### src/rtl/mskdata_holder_feeder.sv
// Handshake/control stage feeding the masked data holder shift register:
// loads NSTAGES shared words, exposes the full content, and runs refresh rotations.
module mskdata_holder_feeder #(
    parameter int d          = 2,
    parameter int BITS       = 256,
    parameter int RFRSH_RATE = 16
) (
    input  logic                        clk,
    input  logic                        rst,
    input  logic                        in_valid,
    output logic                        in_ready,
    input  logic [d*RFRSH_RATE-1:0]     in_data,
    input  logic                        rnd_valid,
    output logic                        rnd_ready,
    input  logic [(d-1)*RFRSH_RATE-1:0] rnd_in,
    input  logic                        refresh_req,
    output logic                        out_valid,
    input  logic                        out_ready,
    output logic                        busy_refresh,
    output logic [d*RFRSH_RATE-1:0]     holder_shares,
    output logic [(d-1)*RFRSH_RATE-1:0] holder_rnd,
    output logic [d-1:0]                holder_enable,
    output logic                        holder_fetch
);

    localparam int NSTAGES = BITS / RFRSH_RATE;
    localparam int CW      = (NSTAGES > 1) ? $clog2(NSTAGES) : 1;
    localparam logic [CW-1:0] LAST = CW'(NSTAGES - 1);

    typedef enum logic [1:0] {
        LOAD    = 2'd0,
        FULL    = 2'd1,
        REFRESH = 2'd2
    } state_t;

    state_t        state_q, state_d;
    logic [CW-1:0] cnt_q, cnt_d;

    logic in_ready_c, rnd_ready_c, out_valid_c, busy_c, enable_c, fetch_c;
    logic live;

    always_ff @(posedge clk or posedge rst) begin
        if (rst) begin
            state_q <= LOAD;
            cnt_q   <= '0;
        end else begin
            state_q <= state_d;
            cnt_q   <= cnt_d;
        end
    end

    always_comb begin
        state_d     = state_q;
        cnt_d       = cnt_q;
        in_ready_c  = 1'b0;
        rnd_ready_c = 1'b0;
        out_valid_c = 1'b0;
        busy_c      = 1'b0;
        enable_c    = 1'b0;
        fetch_c     = 1'b0;
        case (state_q)
            LOAD: begin
                in_ready_c = 1'b1;
                fetch_c    = 1'b1;
                enable_c   = in_valid;
                if (in_valid) begin
                    if (cnt_q == LAST) begin
                        state_d = FULL;
                        cnt_d   = '0;
                    end else begin
                        cnt_d = cnt_q + CW'(1);
                    end
                end
            end
            FULL: begin
                out_valid_c = 1'b1;
                // Consumption takes priority; a simultaneous refresh request is dropped.
                if (out_ready) begin
                    state_d = LOAD;
                end else if (refresh_req) begin
                    state_d = REFRESH;
                    cnt_d   = '0;
                end
            end
            REFRESH: begin
                busy_c      = 1'b1;
                rnd_ready_c = 1'b1;
                enable_c    = rnd_valid;
                if (rnd_valid) begin
                    if (cnt_q == LAST) begin
                        state_d = FULL;
                        cnt_d   = '0;
                    end else begin
                        cnt_d = cnt_q + CW'(1);
                    end
                end
            end
            default: begin
                state_d = LOAD;
                cnt_d   = '0;
            end
        endcase
    end

    // Every output is forced low while reset is asserted, including the data wiring.
    assign live         = ~rst;
    assign in_ready     = in_ready_c & live;
    assign rnd_ready    = rnd_ready_c & live;
    assign out_valid    = out_valid_c & live;
    assign busy_refresh = busy_c & live;
    assign holder_fetch = fetch_c & live;

    for (genvar gi = 0; gi < d; gi++) begin : g_share
        assign holder_enable[gi] = enable_c & live;
        assign holder_shares[gi*RFRSH_RATE +: RFRSH_RATE] =
            live ? in_data[gi*RFRSH_RATE +: RFRSH_RATE] : '0;
    end

    for (genvar gi = 0; gi < d - 1; gi++) begin : g_rnd
        assign holder_rnd[gi*RFRSH_RATE +: RFRSH_RATE] =
            live ? rnd_in[gi*RFRSH_RATE +: RFRSH_RATE] : '0;
    end

endmodule

### config.mk
export PLATFORM = sky130hd
export DESIGN_NAME = mskdata_holder_feeder
export DESIGN_NICKNAME = d
export VERILOG_FILES = /design/src/rtl/mskdata_holder_feeder.sv
export SDC_FILE = /design/constraint.sdc
export NUM_CORES = 1
export LEC_CHECK = 0
export BUFFER_PORTS_ARGS = -buffer_cell sky130_fd_sc_hd__buf_2
export CAP_MARGIN = 20
export CORE_UTILIZATION = 30
export CTS_CLUSTER_SIZE = 24
export DETAILED_ROUTE_END_ITERATION = 10
export MAX_ROUTING_LAYER = met4
export PLACE_DENSITY = 0.88
export SETUP_SLACK_MARGIN = 0.3
export SYNTH_ARGS = -nofsm -noshare
export SYNTH_HDL_FRONTEND = slang
export SYNTH_SLANG_ARGS = --single-unit
### constraint.sdc
create_clock -name clk -period 1.9 [get_ports clk]
set_clock_uncertainty 0.1 [all_clocks]
set_input_delay 0.19 -clock clk [delete_from_list [all_inputs] [get_ports clk]]
set_output_delay 0.19 -clock clk [all_outputs]
set_load 0.05 [all_outputs]
Word-level counts from Yosys, hierarchy flattened --
Cells that the tools add are included.
Storage, ports and cells: bits in registers 6, input port bits 54, output and inout port bits 55, logic and storage cells 38
Operators by class: add/subtract/negate cells 1, eq/ne operators 8, muxes and demuxes 19, bitwise operators 5, reduce and logical (&&, ||, !) cells 3
Operators with widths (number):
- $mux W16 | 3
- $mux W4 | 5
- $pmux W4 S3 | 1
- $mux W2 | 5
- $ne A2 B2 Y1 const B | 4
- $pmux W2 S3 | 1
- $add A4 B1 Y4 const B | 1
- $and A1 B1 Y1 | 4
- $eq A4 B4 Y1 const B | 1
- $reduce_and A4 Y1 | 1
- $mux W1 | 3
- $ne A3 B3 Y1 const B | 1
- $reduce_and A3 Y1 | 1
- $eq A2 B1 Y1 const B | 1
- $eq A2 B2 Y1 const B | 1
- $logic_not A2 Y1 | 1
- $pmux W1 S2 | 1
- $not A1 Y1 | 1

Depth between registers and ports, before layout --
word-level depth 4, gate-level depth with buffers 5, gate-level depth less buffers 5

Worst setup path before layout --
No wires, ideal clock.
path kind register to output, start point register state_q[0], end point output holder_enable[1], arrival 2102 ps, data required time 1610 ps, slack -492 ps, stages on the path, launching flop included 4, buffers on the path 2, cell sequence dfrtp_1 -> buf_2 -> nor3_1 -> buf_4
Between the ends: word-level cells in the longest chain between the ends 3, elaborated cells on any way between the ends 4, classes of those cells eq/ne (1); mux (1); bitwise (1); reduce/logical (1)
RTL lines:
- start, declared | line 36 | state_t state_q, state_d;
- start signal, assigned | line 47 | state_q <= state_d;
- $eq A2 B2 Y1 / $logic_not A2 Y1 (equally long branches) | line 61 | case (state_q)
- $pmux W1 S2 * | line 61
- $and A1 B1 Y1 *
- end, declared | line 22 | output logic [d-1:0] holder_enable,
Every way passes the cells marked *; elsewhere a longest branch is shown, timed or not.

Worst setup path after layout --
start point register state_q[1], end point output out_valid
Between the ends: word-level cells in the longest chain between the ends 3
RTL lines:
- $eq A2 B1 Y1 | line 61
- $mux W1 | line 61
- $and A1 B1 Y1 | line 109 | assign out_valid = out_valid_c & live;
- end, declared | line 17 | output logic out_valid,
Every way passes these cells.

==> flow_summary.yaml <==
status:
  outcome: "finished, final reports clean"
floorplan:
  die_y_um: 51.9
  core_area_um2: 2280
  die_x_um: 51.9
  ioPinCount: 109
  dieArea_um2: 2690
  initial_core_util: 0.328
  placementRows: 17
critical_path:
  crit_required_ns: 1.61
  slowest_delay_ns: 0.45
  slowest_stage: "dfrtp_2"
  crit_path_cell_trace: "inv_1 > and3_1 > clkbuf_4"
  path_buf_inv: 2
  worstPathArrival_ns: 1.27
  crit_path_end_kind: "primary output"
  cp_max_fo: 7
  critPathKind: "reg -> out"
  cp_top_family: "flip-flops"
  start_kind: "flip-flop"
sta:
  fmax_ghz: 0.641
  final.setup.tns_ns: 0
  whs_ns: 0.131
  rsz0062_at_grt: "no"
  setup_viol: 0
  drv_slew: 0
  tightest_slew_ns: 0.350
  post-route-period-util: 0.821
  max-slew-margin-rel: 0.766
  final-hold-violation-count: 0
  fin_crit_ns: 1.56
clock_tree:
  root_buffer: "clkbuf_4"
  worstSkewPairLatency_ns: 0.25
  cts_tree: "built"
  clk_pin_slew_ns: 0.05
  htree_levels: 1
  cts.sinks: 6
  numCtsBuffers: 3
  cts_buffer_depth: 2
placed_design:
  hpwl_um: 2450
  portBuffers: 108
  dpl_cell_area_um2: 1310
  finalWeightedCongestion: 0.786
finish:
  fill_cells: 203
  nets: 263
  syn2layout_area_growth_pct: 88.9
  finalCoreUtilization: 0.619
  final_layout_size_suffix_gt1_frac: 0.612
  final_area_um2: 1410
  num_antenna_cells: 0
global_routing:
  gr-usage-met1: 0.247
  first_global_vias: 912
  grt.overflow.total: 0
  grt_max_degree: 33
  top_usage_layer: "met2"
  grt_use_met3: 0.0234
  grtUsageMet2: 0.417
  grt_usage: 0.223
  grt_pass1_wl_um: 4260
  antenna_found_initial: 0
detailed_routing:
  vias: 1042
  final_antenna_net_count: 0
  drt_iter0_drc: 9
  wire_per_inst_um: 12.5
  drc: 0
  dr.pass1.iters: 4
  drt_wl_total_um: 2920
  vias_per_cell: 4.45
job:
  maxCapViolations: 0
yosys:
  synth_most_common_cell: "nor2b_1"
  yosysTopAreaCellShare: 0.403
  synthArstFlopShare: 1.00
  seq_area_frac_synth: 0.201
  synthTopCellsByArea: "nor2b_1 (40%), dfrtp_1 (20%), buf_4 (3.0%)"
  synth.avg_cell_area_um2: 7.61
  synth_nets: 153
  synth_cell_type_count: 28
  syn-cell-area_um2: 746
  synth_top_area_cell: "nor2b_1"
  netlist_top_cells_count: "nor2b_1 (48), dfrtp_1 (6), clkbuf_1 (5)"
  synth_ff_type: "dfrtp_1"
  synth_edf_count: 0
  yosys_warnings: 0
  syn_inst: 98
  ys_seq_elements: 6
power:
  p_per_area_nw_per_um2: 917
  leakagePower_nw: 0.791
  irDropWorstVdd_uv: 627
min_path:
  min_path_type: "in -> reg"
[worst reg2reg max path, delay by kind of cell, from the launching register on]
family	cells	cell delay, ns
compound gates	3	0.58
flops	1	0.40
simple gates	1	0.15
buf+inv	1	0.15
[kinds of logic after synthesis]
family | synth area share
compound gates | 0.109
fa+ha+maj | 0.0168
buf+inv | 0.0872
flops | 0.201
mux | 0.0134
simple gates | 0.572
[layout make-up]
type	instances	area, um^2	area share
Sequential cell	6	153	0.108
Timing Repair Buffer	115	627	0.445
Tap cell	28	35.0	0.0249
Clock buffer	3	22.5	0.0160
Multi-Input combinational cell	80	564	0.401
Inverter	2	7.51	0.00533
[timing repair]
item,CTS,global route
setup endpoints to repair,7,27
pin swaps,0,1
gates resized for setup,10,3
buffers inserted,2,2
endpoints found under the hold margin,6,0
cloned,0,0
hold buffers,1,0
[path summary, 6_finish.rpt]
check	startpoint	end	slack [ns]	depth (start not counted)
max	state_q[1]	out_valid	0.34	3
min	rnd_valid	state_q[0]	0.13	3
max reg2reg	state_q[0]	cnt_q[3]	0.40	5
min reg2reg	cnt_q[1]	cnt_q[1]	0.43	2
max in group asynchronous	rst	state_q[0]	0.95	3
min in group asynchronous	rst	cnt_q[3]	0.53	3
[power by group]
part,switching [mW],internal [mW],total [mW]
logic,0.579,0.338,0.917
clock network,0.0488,0.0716,0.120
registers,0.0680,0.186,0.254
[routing by layer]
layer  share of wire  wire, um  up-vias
met5               0         0        -
met4           0.017        51        0
met3           0.063       185        6
met2            0.53      1550       44
met1            0.39      1130      460
li1                -         -      532
[sequential cells by signal, indices dropped and copies added (netlist names)]
register	count
state_q	2
cnt_q	4
[through the flow]
stage | worst slack (ns) | power (mW) | cells
floorplan | 0.225 | 0.954 | 98
global placement | 0.343 | 1.08 | 226
detailed placement | 0.333 | 1.09 | 226
CTS | 0.288 | 1.26 | 232
global route | 0.300 | 1.36 | 234
finish | 0.340 | 1.29 | 234
[cells in the final DEF, fill, tap and decap left out, types with 2 or more instances in the layout]
cell type and instances:
buf_2 100, nor2b_1 48, buf_4 9, clkbuf_4 5, o21ai_1 4, dfrtp_1 4
nand2_1 3, nor3b_1 3, nand3_1 3, nor3_4 3, buf_6 3, nand2b_1 2
dfrtp_2 2
Note: power is estimated with default switching activity, not from simulation.
